$ cat config.mk
export PLATFORM = sky130hd
export DESIGN_NAME = uart_fifo_core
export DESIGN_NICKNAME = d
export VERILOG_FILES = /design/src/rtl/uart_fifo_core.sv
export SDC_FILE = /design/constraint.sdc
export NUM_CORES = 1
export LEC_CHECK = 0
export CAP_MARGIN = 30
export CORE_UTILIZATION = 50
export DETAILED_ROUTE_END_ITERATION = 6
export PLACE_DENSITY_LB_ADDON = 0.25
export SETUP_SLACK_MARGIN = 0.5
export SYNTH_ARGS = -nofsm -noshare
export SYNTH_HDL_FRONTEND = slang
export SYNTH_HIERARCHICAL = 1
export SYNTH_SLANG_ARGS = --single-unit
$ cat constraint.sdc
create_clock -name clk -period 3.2 [get_ports clk]
set_input_delay 0.64 -clock clk [delete_from_list [all_inputs] [get_ports clk]]
set_output_delay 0.64 -clock clk [all_outputs]
set_load 0.02 [all_outputs]
$ cat src/rtl/uart_fifo_core.sv
// ============================================================================
// Module      : uart_fifo_core (with helper uart_fifo_core_fifo)
// Description : Full-duplex UART core. It has a programmable baud divisor,
//               DATA_W-bit frames, 1 or 2 stop bits, TX/RX FIFOs with
//               valid/ready handshakes, RTS/CTS flow control and sticky
//               error flags.
//               Optional feature macro: UART_PARITY_EN. When it is defined,
//               a parity bit is added after the data bits and checked on
//               receive, with parity_odd selecting odd or even parity.
// Ports       : clk, nReset (async active-low)
//               wr_data/wr_valid/wr_ready   host -> TX FIFO
//               rd_data/rd_valid/rd_ready   RX FIFO -> host (fall-through)
//               div_in/div_load             baud divisor (bit = D+1 clks)
//               parity_odd, clear, err_clr  control
//               rx/tx/cts/rts               pads
//               tx_busy, tx_count, rx_count status
//               frame_err/parity_err/overrun sticky flags
// Revision    : 1.0 - initial release
// ============================================================================
`default_nettype none

module uart_fifo_core_fifo #(
    parameter int W     = 8,
    parameter int DEPTH = 8
) (
    input  logic                     clk,
    input  logic                     nReset,
    input  logic                     clear,
    input  logic                     push,
    input  logic                     pop,
    input  logic [W-1:0]             wdata,
    output logic [W-1:0]             rdata,
    output logic [$clog2(DEPTH):0]   count
);
    localparam int             AW   = $clog2(DEPTH);
    localparam logic [AW:0]    FULL = (AW+1)'(DEPTH);

    logic [W-1:0]  mem_q [DEPTH];
    logic [W-1:0]  mem_d [DEPTH];
    logic [AW-1:0] wr_ptr_q, wr_ptr_d, rd_ptr_q, rd_ptr_d;
    logic [AW:0]   count_q, count_d;
    logic          do_push, do_pop;

    // A pop needs a stored entry. A push at full is allowed only when the
    // same-cycle pop frees a slot.
    assign do_pop  = pop && (count_q != '0);
    assign do_push = push && ((count_q != FULL) || do_pop);

    always_comb begin
        mem_d    = mem_q;
        wr_ptr_d = wr_ptr_q;
        rd_ptr_d = rd_ptr_q;
        count_d  = count_q;
        if (clear) begin
            wr_ptr_d = '0;
            rd_ptr_d = '0;
            count_d  = '0;
        end else begin
            if (do_push) begin
                mem_d[wr_ptr_q] = wdata;
                wr_ptr_d        = wr_ptr_q + AW'(1);
            end
            if (do_pop) begin
                rd_ptr_d = rd_ptr_q + AW'(1);
            end
            case ({do_push, do_pop})
                2'b10:   count_d = count_q + (AW+1)'(1);
                2'b01:   count_d = count_q - (AW+1)'(1);
                default: count_d = count_q;
            endcase
        end
    end

    always_ff @(posedge clk or negedge nReset) begin
        if (!nReset) begin
            for (int i = 0; i < DEPTH; i++) begin
                mem_q[i] <= '0;
            end
            wr_ptr_q <= '0;
            rd_ptr_q <= '0;
            count_q  <= '0;
        end else begin
            mem_q    <= mem_d;
            wr_ptr_q <= wr_ptr_d;
            rd_ptr_q <= rd_ptr_d;
            count_q  <= count_d;
        end
    end

    assign rdata = mem_q[rd_ptr_q];
    assign count = count_q;
endmodule

module uart_fifo_core #(
    parameter int DATA_W      = 8,
    parameter int FIFO_DEPTH  = 8,
    parameter int DIV_W       = 16,
    parameter int DEFAULT_DIV = 5207,
    parameter int STOP_BITS   = 1
) (
    input  logic                          clk,
    input  logic                          nReset,
    input  logic [DATA_W-1:0]             wr_data,
    input  logic                          wr_valid,
    output logic                          wr_ready,
    output logic [DATA_W-1:0]             rd_data,
    output logic                          rd_valid,
    input  logic                          rd_ready,
    input  logic [DIV_W-1:0]              div_in,
    input  logic                          div_load,
    input  logic                          parity_odd,
    input  logic                          clear,
    input  logic                          err_clr,
    input  logic                          rx,
    output logic                          tx,
    input  logic                          cts,
    output logic                          rts,
    output logic                          tx_busy,
    output logic [$clog2(FIFO_DEPTH):0]   tx_count,
    output logic [$clog2(FIFO_DEPTH):0]   rx_count,
    output logic                          frame_err,
    output logic                          parity_err,
    output logic                          overrun
);
    localparam int               CW        = $clog2(FIFO_DEPTH) + 1;
    localparam logic [DIV_W-1:0] DIV_MIN   = DIV_W'(3);
    localparam logic [DIV_W-1:0] DIV_RST   = DIV_W'(DEFAULT_DIV);
    localparam logic [3:0]       LAST_DATA = 4'(DATA_W - 1);
    localparam logic [3:0]       LAST_STOP = 4'(STOP_BITS - 1);

    localparam logic [2:0] S_IDLE   = 3'd0;
    localparam logic [2:0] S_START  = 3'd1;
    localparam logic [2:0] S_DATA   = 3'd2;
`ifdef UART_PARITY_EN
    localparam logic [2:0] S_PARITY = 3'd3;
`endif
    localparam logic [2:0] S_STOP   = 3'd4;

    // ------------------------------------------------------------------
    // Divisor shadow. Each engine copies it at its own frame start.
    // ------------------------------------------------------------------
    logic [DIV_W-1:0] div_shadow_q, div_shadow_d;

    always_comb begin
        div_shadow_d = div_shadow_q;
        if (div_load) begin
            div_shadow_d = (div_in < DIV_MIN) ? DIV_MIN : div_in;
        end
    end

    // ------------------------------------------------------------------
    // FIFOs
    // ------------------------------------------------------------------
    logic              tx_pop, tx_push;
    logic [DATA_W-1:0] tx_head;
    logic              rx_push_req, rd_pop;

    assign wr_ready = (tx_count < CW'(FIFO_DEPTH));
    assign tx_push  = wr_valid && wr_ready;
    assign rd_valid = (rx_count != '0);
    assign rd_pop   = rd_valid && rd_ready;
    assign rts      = (rx_count <= CW'(FIFO_DEPTH - 2));

    uart_fifo_core_fifo #(.W(DATA_W), .DEPTH(FIFO_DEPTH)) u_tx_fifo (
        .clk    (clk),
        .nReset (nReset),
        .clear  (clear),
        .push   (tx_push),
        .pop    (tx_pop),
        .wdata  (wr_data),
        .rdata  (tx_head),
        .count  (tx_count)
    );

    logic [DATA_W-1:0] rx_shift_q, rx_shift_d;

    uart_fifo_core_fifo #(.W(DATA_W), .DEPTH(FIFO_DEPTH)) u_rx_fifo (
        .clk    (clk),
        .nReset (nReset),
        .clear  (clear),
        .push   (rx_push_req),
        .pop    (rd_pop),
        .wdata  (rx_shift_q),
        .rdata  (rd_data),
        .count  (rx_count)
    );

    // ------------------------------------------------------------------
    // TX engine. The line output is registered from the current state, so
    // the start bit shows one cycle after the FSM leaves IDLE.
    // ------------------------------------------------------------------
    logic [2:0]        tx_state_q, tx_state_d;
    logic [DIV_W-1:0]  tx_cnt_q, tx_cnt_d, tx_div_q, tx_div_d;
    logic [3:0]        tx_bit_q, tx_bit_d;
    logic [DATA_W-1:0] tx_shift_q, tx_shift_d;
    logic              tx_line_q, tx_line_d;
    logic              tx_tick;
`ifdef UART_PARITY_EN
    logic              tx_par_q, tx_par_d;
`endif

    assign tx_tick = (tx_cnt_q == tx_div_q);

    always_comb begin
        tx_state_d = tx_state_q;
        tx_cnt_d   = tx_cnt_q;
        tx_div_d   = tx_div_q;
        tx_bit_d   = tx_bit_q;
        tx_shift_d = tx_shift_q;
        tx_line_d  = 1'b1;
        tx_pop     = 1'b0;
`ifdef UART_PARITY_EN
        tx_par_d   = tx_par_q;
`endif
        if (tx_state_q != S_IDLE) begin
            tx_cnt_d = tx_tick ? '0 : tx_cnt_q + DIV_W'(1);
        end
        case (tx_state_q)
            S_IDLE: begin
                // cts is only looked at here, so a frame in flight always completes.
                if ((tx_count != '0) && cts) begin
                    tx_pop     = 1'b1;
                    tx_shift_d = tx_head;
                    tx_div_d   = div_shadow_q;
                    tx_cnt_d   = '0;
                    tx_bit_d   = '0;
`ifdef UART_PARITY_EN
                    tx_par_d   = (^tx_head) ^ parity_odd;
`endif
                    tx_state_d = S_START;
                end
            end
            S_START: begin
                tx_line_d = 1'b0;
                if (tx_tick) begin
                    tx_state_d = S_DATA;
                end
            end
            S_DATA: begin
                tx_line_d = tx_shift_q[0];
                if (tx_tick) begin
                    tx_shift_d = tx_shift_q >> 1;
                    if (tx_bit_q == LAST_DATA) begin
                        tx_bit_d = '0;
`ifdef UART_PARITY_EN
                        tx_state_d = S_PARITY;
`else
                        tx_state_d = S_STOP;
`endif
                    end else begin
                        tx_bit_d = tx_bit_q + 4'd1;
                    end
                end
            end
`ifdef UART_PARITY_EN
            S_PARITY: begin
                tx_line_d = tx_par_q;
                if (tx_tick) begin
                    tx_state_d = S_STOP;
                end
            end
`endif
            S_STOP: begin
                if (tx_tick) begin
                    if (tx_bit_q == LAST_STOP) begin
                        tx_state_d = S_IDLE;
                    end else begin
                        tx_bit_d = tx_bit_q + 4'd1;
                    end
                end
            end
            default: tx_state_d = S_IDLE;
        endcase
    end

    assign tx      = tx_line_q;
    assign tx_busy = (tx_state_q != S_IDLE);

    // ------------------------------------------------------------------
    // RX engine
    // ------------------------------------------------------------------
    logic              rx_s1_q, rx_s2_q, rx_prev_q;
    logic [2:0]        rx_state_q, rx_state_d;
    logic [DIV_W-1:0]  rx_cnt_q, rx_cnt_d, rx_div_q, rx_div_d;
    logic [3:0]        rx_bit_q, rx_bit_d;
    logic              rx_tick, rx_fall, rx_done, rx_par_ok;
    logic              frame_set, parity_set, overrun_set;
    logic              frame_err_q, frame_err_d, overrun_q, overrun_d;
`ifdef UART_PARITY_EN
    logic              rx_par_q, rx_par_d;
    logic              parity_err_q, parity_err_d;
`endif

    assign rx_tick = (rx_cnt_q == rx_div_q);
    assign rx_fall = rx_prev_q && !rx_s2_q;

    always_comb begin
        rx_state_d = rx_state_q;
        rx_cnt_d   = rx_cnt_q;
        rx_div_d   = rx_div_q;
        rx_bit_d   = rx_bit_q;
        rx_shift_d = rx_shift_q;
        rx_done    = 1'b0;
`ifdef UART_PARITY_EN
        rx_par_d   = rx_par_q;
`endif
        if (rx_state_q != S_IDLE) begin
            rx_cnt_d = rx_tick ? '0 : rx_cnt_q + DIV_W'(1);
        end
        case (rx_state_q)
            S_IDLE: begin
                if (rx_fall) begin
                    rx_div_d   = div_shadow_q;
                    rx_cnt_d   = '0;
                    rx_state_d = S_START;
                end
            end
            S_START: begin
                // Mid-start-bit sample. A high line here means the edge was a glitch.
                if (rx_cnt_q == (rx_div_q >> 1)) begin
                    rx_cnt_d   = '0;
                    rx_bit_d   = '0;
                    rx_state_d = rx_s2_q ? S_IDLE : S_DATA;
                end
            end
            S_DATA: begin
                if (rx_tick) begin
                    rx_shift_d = {rx_s2_q, rx_shift_q[DATA_W-1:1]};
                    if (rx_bit_q == LAST_DATA) begin
`ifdef UART_PARITY_EN
                        rx_state_d = S_PARITY;
`else
                        rx_state_d = S_STOP;
`endif
                    end else begin
                        rx_bit_d = rx_bit_q + 4'd1;
                    end
                end
            end
`ifdef UART_PARITY_EN
            S_PARITY: begin
                if (rx_tick) begin
                    rx_par_d   = rx_s2_q;
                    rx_state_d = S_STOP;
                end
            end
`endif
            S_STOP: begin
                // Only the first stop bit is checked. Returning to IDLE mid-bit
                // lets a back-to-back start edge be caught.
                if (rx_tick) begin
                    rx_done    = 1'b1;
                    rx_state_d = S_IDLE;
                end
            end
            default: rx_state_d = S_IDLE;
        endcase
    end

`ifdef UART_PARITY_EN
    assign rx_par_ok = (((^rx_shift_q) ^ parity_odd) == rx_par_q);
`else
    assign rx_par_ok = 1'b1;
    logic unused_parity_odd;
    assign unused_parity_odd = parity_odd;
`endif

    assign frame_set   = rx_done && !rx_s2_q;
    assign parity_set  = rx_done && rx_s2_q && !rx_par_ok;
    assign rx_push_req = rx_done && rx_s2_q && rx_par_ok;
    assign overrun_set = rx_push_req && (rx_count == CW'(FIFO_DEPTH)) && !rd_pop;

    // A new error in the same cycle as err_clr wins.
    assign frame_err_d = (frame_err_q && !err_clr) || frame_set;
    assign overrun_d   = (overrun_q && !err_clr) || overrun_set;
    assign frame_err   = frame_err_q;
    assign overrun     = overrun_q;
`ifdef UART_PARITY_EN
    assign parity_err_d = (parity_err_q && !err_clr) || parity_set;
    assign parity_err   = parity_err_q;
`else
    assign parity_err   = 1'b0;
    logic unused_parity_set;
    assign unused_parity_set = parity_set;
`endif

    // ------------------------------------------------------------------
    // State registers
    // ------------------------------------------------------------------
    always_ff @(posedge clk or negedge nReset) begin
        if (!nReset) begin
            div_shadow_q <= DIV_RST;
            tx_state_q   <= S_IDLE;
            tx_cnt_q     <= '0;
            tx_div_q     <= DIV_RST;
            tx_bit_q     <= '0;
            tx_shift_q   <= '0;
            tx_line_q    <= 1'b1;
            rx_s1_q      <= 1'b1;
            rx_s2_q      <= 1'b1;
            rx_prev_q    <= 1'b1;
            rx_state_q   <= S_IDLE;
            rx_cnt_q     <= '0;
            rx_div_q     <= DIV_RST;
            rx_bit_q     <= '0;
            rx_shift_q   <= '0;
            frame_err_q  <= 1'b0;
            overrun_q    <= 1'b0;
`ifdef UART_PARITY_EN
            tx_par_q     <= 1'b0;
            rx_par_q     <= 1'b0;
            parity_err_q <= 1'b0;
`endif
        end else begin
            div_shadow_q <= div_shadow_d;
            tx_state_q   <= tx_state_d;
            tx_cnt_q     <= tx_cnt_d;
            tx_div_q     <= tx_div_d;
            tx_bit_q     <= tx_bit_d;
            tx_shift_q   <= tx_shift_d;
            tx_line_q    <= tx_line_d;
            rx_s1_q      <= rx;
            rx_s2_q      <= rx_s1_q;
            rx_prev_q    <= rx_s2_q;
            rx_state_q   <= rx_state_d;
            rx_cnt_q     <= rx_cnt_d;
            rx_div_q     <= rx_div_d;
            rx_bit_q     <= rx_bit_d;
            rx_shift_q   <= rx_shift_d;
            frame_err_q  <= frame_err_d;
            overrun_q    <= overrun_d;
`ifdef UART_PARITY_EN
            tx_par_q     <= tx_par_d;
            rx_par_q     <= rx_par_d;
            parity_err_q <= parity_err_d;
`endif
        end
    end
endmodule

`default_nettype wire

==> results.py <==
metrics = {
    "global_route": {
        "met3_usage": 0.0295,
        "first_global_vias": 8310,
        "antenna_found_initial": 0,
        "grt_use_met2": 0.345,
        "grt_pass1_wl_um": 44000,
        "grt.total_usage": 0.209,
        "grtUsageMet1": 0.295,
        "grt_overflow": 0,
        "grt_max_degree": 92,
        "busiest_layer": "met2",
    },
    "logic_synthesis": {
        "syn_nets": 1037,
        "synth_area_leaders": "dfrtp_1 46%, mux2_2 18%, mux4_2 5.5%, dfstp_2 5.0%, xor2_1 3.3%",
        "syn_area_per_cell_um2": 13.2,
        "yosysTopAreaCell": "dfrtp_1",
        "synth-edff-count": 0,
        "async_flop_share": 1.00,
        "ys_warn_count": 6,
        "yosysUniqueCellTypes": 74,
        "ys_seq_area_frac": 0.506,
        "synthCells": 990,
        "yosys_register_bits": 264,
        "synth_area_mm2": 0.0131,
        "yosysTopAreaCellShare": 0.456,
        "synth_ff_type": "dfrtp_1",
    },
    "power": {
        "switching_share": 0.287,
        "power_frac_comb": 0.213,
        "ir_drop_mv": 0.441,
        "p_seq_frac": 0.456,
        "clock_power_share": 0.330,
        "p_int_mw": 6.93,
        "pwr_density_cell_mw_per_mm2": 627,
        "p_switching_mw": 2.78,
        "p_leak_nw": 7.00,
    },
    "detailed_routing": {
        "wl_um": 26800,
        "viasPerCell": 5.62,
        "avgRoutedWirePerCell_um": 18.6,
        "drtIter0Drc": 420,
        "drc": 0,
        "firstDrtPassIters": 4,
        "vias": 8088,
        "drtAntennaViolNets": 0,
    },
    "cts": {
        "cts_tree": "built",
        "clk_path_buf_depth": 3,
        "postCtsHoldBufs": 0,
        "clkSinkCount": 264,
        "insertion_delay_ps": 560,
        "root_buffer": "clkbuf_16",
        "clk_pin_slew_ps": 60,
        "h-tree-depth": 1,
        "cts_made_buffers": 28,
    },
    "placed_design": {
        "globalplace.congestion": 0.810,
        "place_hpwl_um": 17200,
        "io_buffers": 55,
    },
    "timing": {
        "setup_tns_ps": 0,
        "rsz0062_at_grt": "true",
        "relSlewSlack": 0.437,
        "fmax_mhz": 355,
        "clock-skew-final_ps": 20.9,
        "min_period_ps": 2820,
        "worstMarginPinSlew_ps": 845,
        "setup_viol": 0,
        "slew_viol_final": 0,
        "finalHoldViolations": 0,
        "fin_crit_sh": 0.880,
        "hold_slack_ps": 88.7,
    },
    "critical_path": {
        "cp_data_arrival_time_ps": 2180,
        "path_max_fanout": 4,
        "start_kind": "register",
        "r2r-start": "rx_div_q[1]",
        "critPathCaptureType": "primary output",
        "cp.required_ps": 2560,
        "worst-r2r-cell-count": 11,
        "r2r_end": "u_rx_fifo/count[3]",
        "crit_type": "register to primary output",
        "rrSetupSlack_ps": 460,
    },
    "job": {
        "maxCapViolations": 0,
    },
    "floorplanning": {
        "die-width_um": 164,
        "io_pins": 58,
        "start_util": 0.515,
        "core_area_mm2": 0.0255,
        "rows": 58,
        "dieArea_mm2": 0.0269,
        "die-height_um": 164,
    },
    "final_layout": {
        "area_growth_pct": 18.0,
        "num-fill-cells": 1966,
        "fin_nets": 1134,
        "drive_above_1_share": 0.390,
        "antennaDiodeCount": 0,
    },
    "worst_hold_path": {
        "hold_class": "input pin to asynchronous set/reset pin",
    },
    "outcome": {
        "status": "complete, no violations",
    },
}
power by group through the flow:
stage | Sequential, mW | Combinational, mW | Clock, mW
global route | 4.51 | 2.29 | 3.43
finish | 4.43 | 2.07 | 3.21
detailed placement | 4.49 | 1.98 | 0
CTS | 4.43 | 2.07 | 3.29
floorplan | 4.36 | 1.51 | 0
global placement | 4.47 | 1.94 | 0
Yosys cell counts, types with 3 or more instances:
master / count
a21o_1: 5
a21oi_1: 14
a22o_1: 3
a31oi_1: 5
a32o_1: 3
and2_1: 5
and3_1: 12
and4_1: 3
buf_1: 5
buf_2: 13
buf_6: 5
clkbuf_1: 16
clkbuf_2: 3
dfrtp_1: 239
dfstp_2: 25
ha_1: 13
inv_1: 16
mux2_2: 207
mux2_4: 7
mux2i_1: 8
mux4_2: 32
nand2_1: 20
nand2b_1: 7
nand3_1: 12
nand3_4: 12
nand3b_1: 4
nand4_1: 15
nand4_4: 4
nor2_1: 61
nor2b_1: 16
nor3_1: 14
nor3b_1: 8
nor4_1: 15
o21a_1: 5
o21ai_0: 30
or3_1: 6
xnor2_1: 28
xor2_1: 49
layout make-up:
type / instances / area [µm²] / share of cell area
inverters: 16 / 60.1 / 0.00388
clock inverters: 14 / 154 / 0.00994
well taps: 330 / 413 / 0.0267
repair buffers: 111 / 1110 / 0.0720
multi-input cells: 666 / 6320 / 0.408
flip-flops and latches: 264 / 6650 / 0.430
clock buffers: 38 / 768 / 0.0496
through the flow:
stage	power (mW)	instances	setup WS, ps	util	cell area, µm²
floorplan	5.86	990	379	-	13200
global placement	6.41	1366	220	0.558	14200
detailed placement	6.47	1366	172	0.558	14200
CTS	9.80	1434	340	0.604	15400
global route	10.2	1439	327	0.608	15500
finish	9.71	1439	385	0.608	15500
cell families (layout without fill, tap and decap cells):
| logic type | count (synthesis) | count (layout) | synth area share |
|---|---|---|---|
| XOR/XNOR | 77 | 77 | 0.0514 |
| AO/OA/AOI/OAI | 95 | 95 | 0.0513 |
| multiplexers | 255 | 255 | 0.248 |
| buffers and inverters | 60 | 179 | 0.0221 |
| other | 1 | 1 | 0.000286 |
| adder cells (fa/ha/maj) | 13 | 13 | 0.0124 |
| flip-flops | 264 | 264 | 0.506 |
| AND/OR/NAND/NOR | 225 | 225 | 0.108 |
registers in the layout, summed over array words and instances, names as in the netlist, 3 cells and up:
register / flops
tx_div_q: 16
u_tx_fifo/count: 4
rx_cnt_q: 16
rx_shift_q: 8
u_tx_fifo/mem_q: 64
tx_bit_q: 4
tx_state_q: 3
tx_cnt_q: 16
rx_bit_q: 4
u_rx_fifo/wr_ptr_q: 3
rx_state_q: 3
div_shadow_q: 16
u_rx_fifo/rd_ptr_q: 3
u_tx_fifo/wr_ptr_q: 3
u_rx_fifo/mem_q: 64
u_rx_fifo/count: 4
u_tx_fifo/rd_ptr_q: 3
rx_div_q: 16
tx_shift_q: 8
how the worst max path moves through the flow:
stage / startpoint / end / slack, ps / cells past startpoint
2_1_floorplan: rx_cnt_q[3] / u_rx_fifo/count[3] / 380 / 13
3_3_place_gp: cts / u_tx_fifo/count[3] / 220 / 9
3_5_place_dp: rx_div_q[1] / u_rx_fifo/count[3] / 170 / 11
4_1_cts: u_rx_fifo/rd_ptr_q[0] / rd_data[7] / 340 / 5
5_1_grt: rx_div_q[1] / u_rx_fifo/count[3] / 330 / 11
6_report: u_rx_fifo/rd_ptr_q[0] / rd_data[5] / 380 / 5
what timing repair did:
action	CTS	global route
setup buffers	14	5
pin swaps	9	5
gates cloned	2	0
endpoints found under the setup margin	29	76
gates resized for setup	63	16
cell usage in the layout (no fill, tap or decap), types with 15 or more instances in the layout:
cell type        synthesis  layout
buf_4                    2      46
clkbuf_16                0      29
clkdlybuf4s50_1          0      46
dfrtp_1                239     231
dfstp_2                 25      25
inv_1                   16      16
mux2_2                 207     200
mux4_2                  32      32
nand2_1                 20      20
nand4_1                 15      15
nor2_1                  61      60
nor2b_1                 16      16
o21ai_0                 30      29
xnor2_1                 28      28
xor2_1                  49      49
metal layers:
metal | share of wire | up-vias
met5 | 0 | -
met4 | 0.010 | 0
met3 | 0.032 | 21
met2 | 0.48 | 103
met1 | 0.48 | 4138
li1 | - | 3826
worst max-delay path, stage by stage (launching register included):
cell	delay, ps
dfrtp_2	470
buf_12	140
buf_16	110
mux4_2	480
mux2_4	290
buf_6	130
No activity file was read; power rests on OpenSTA's default activity.
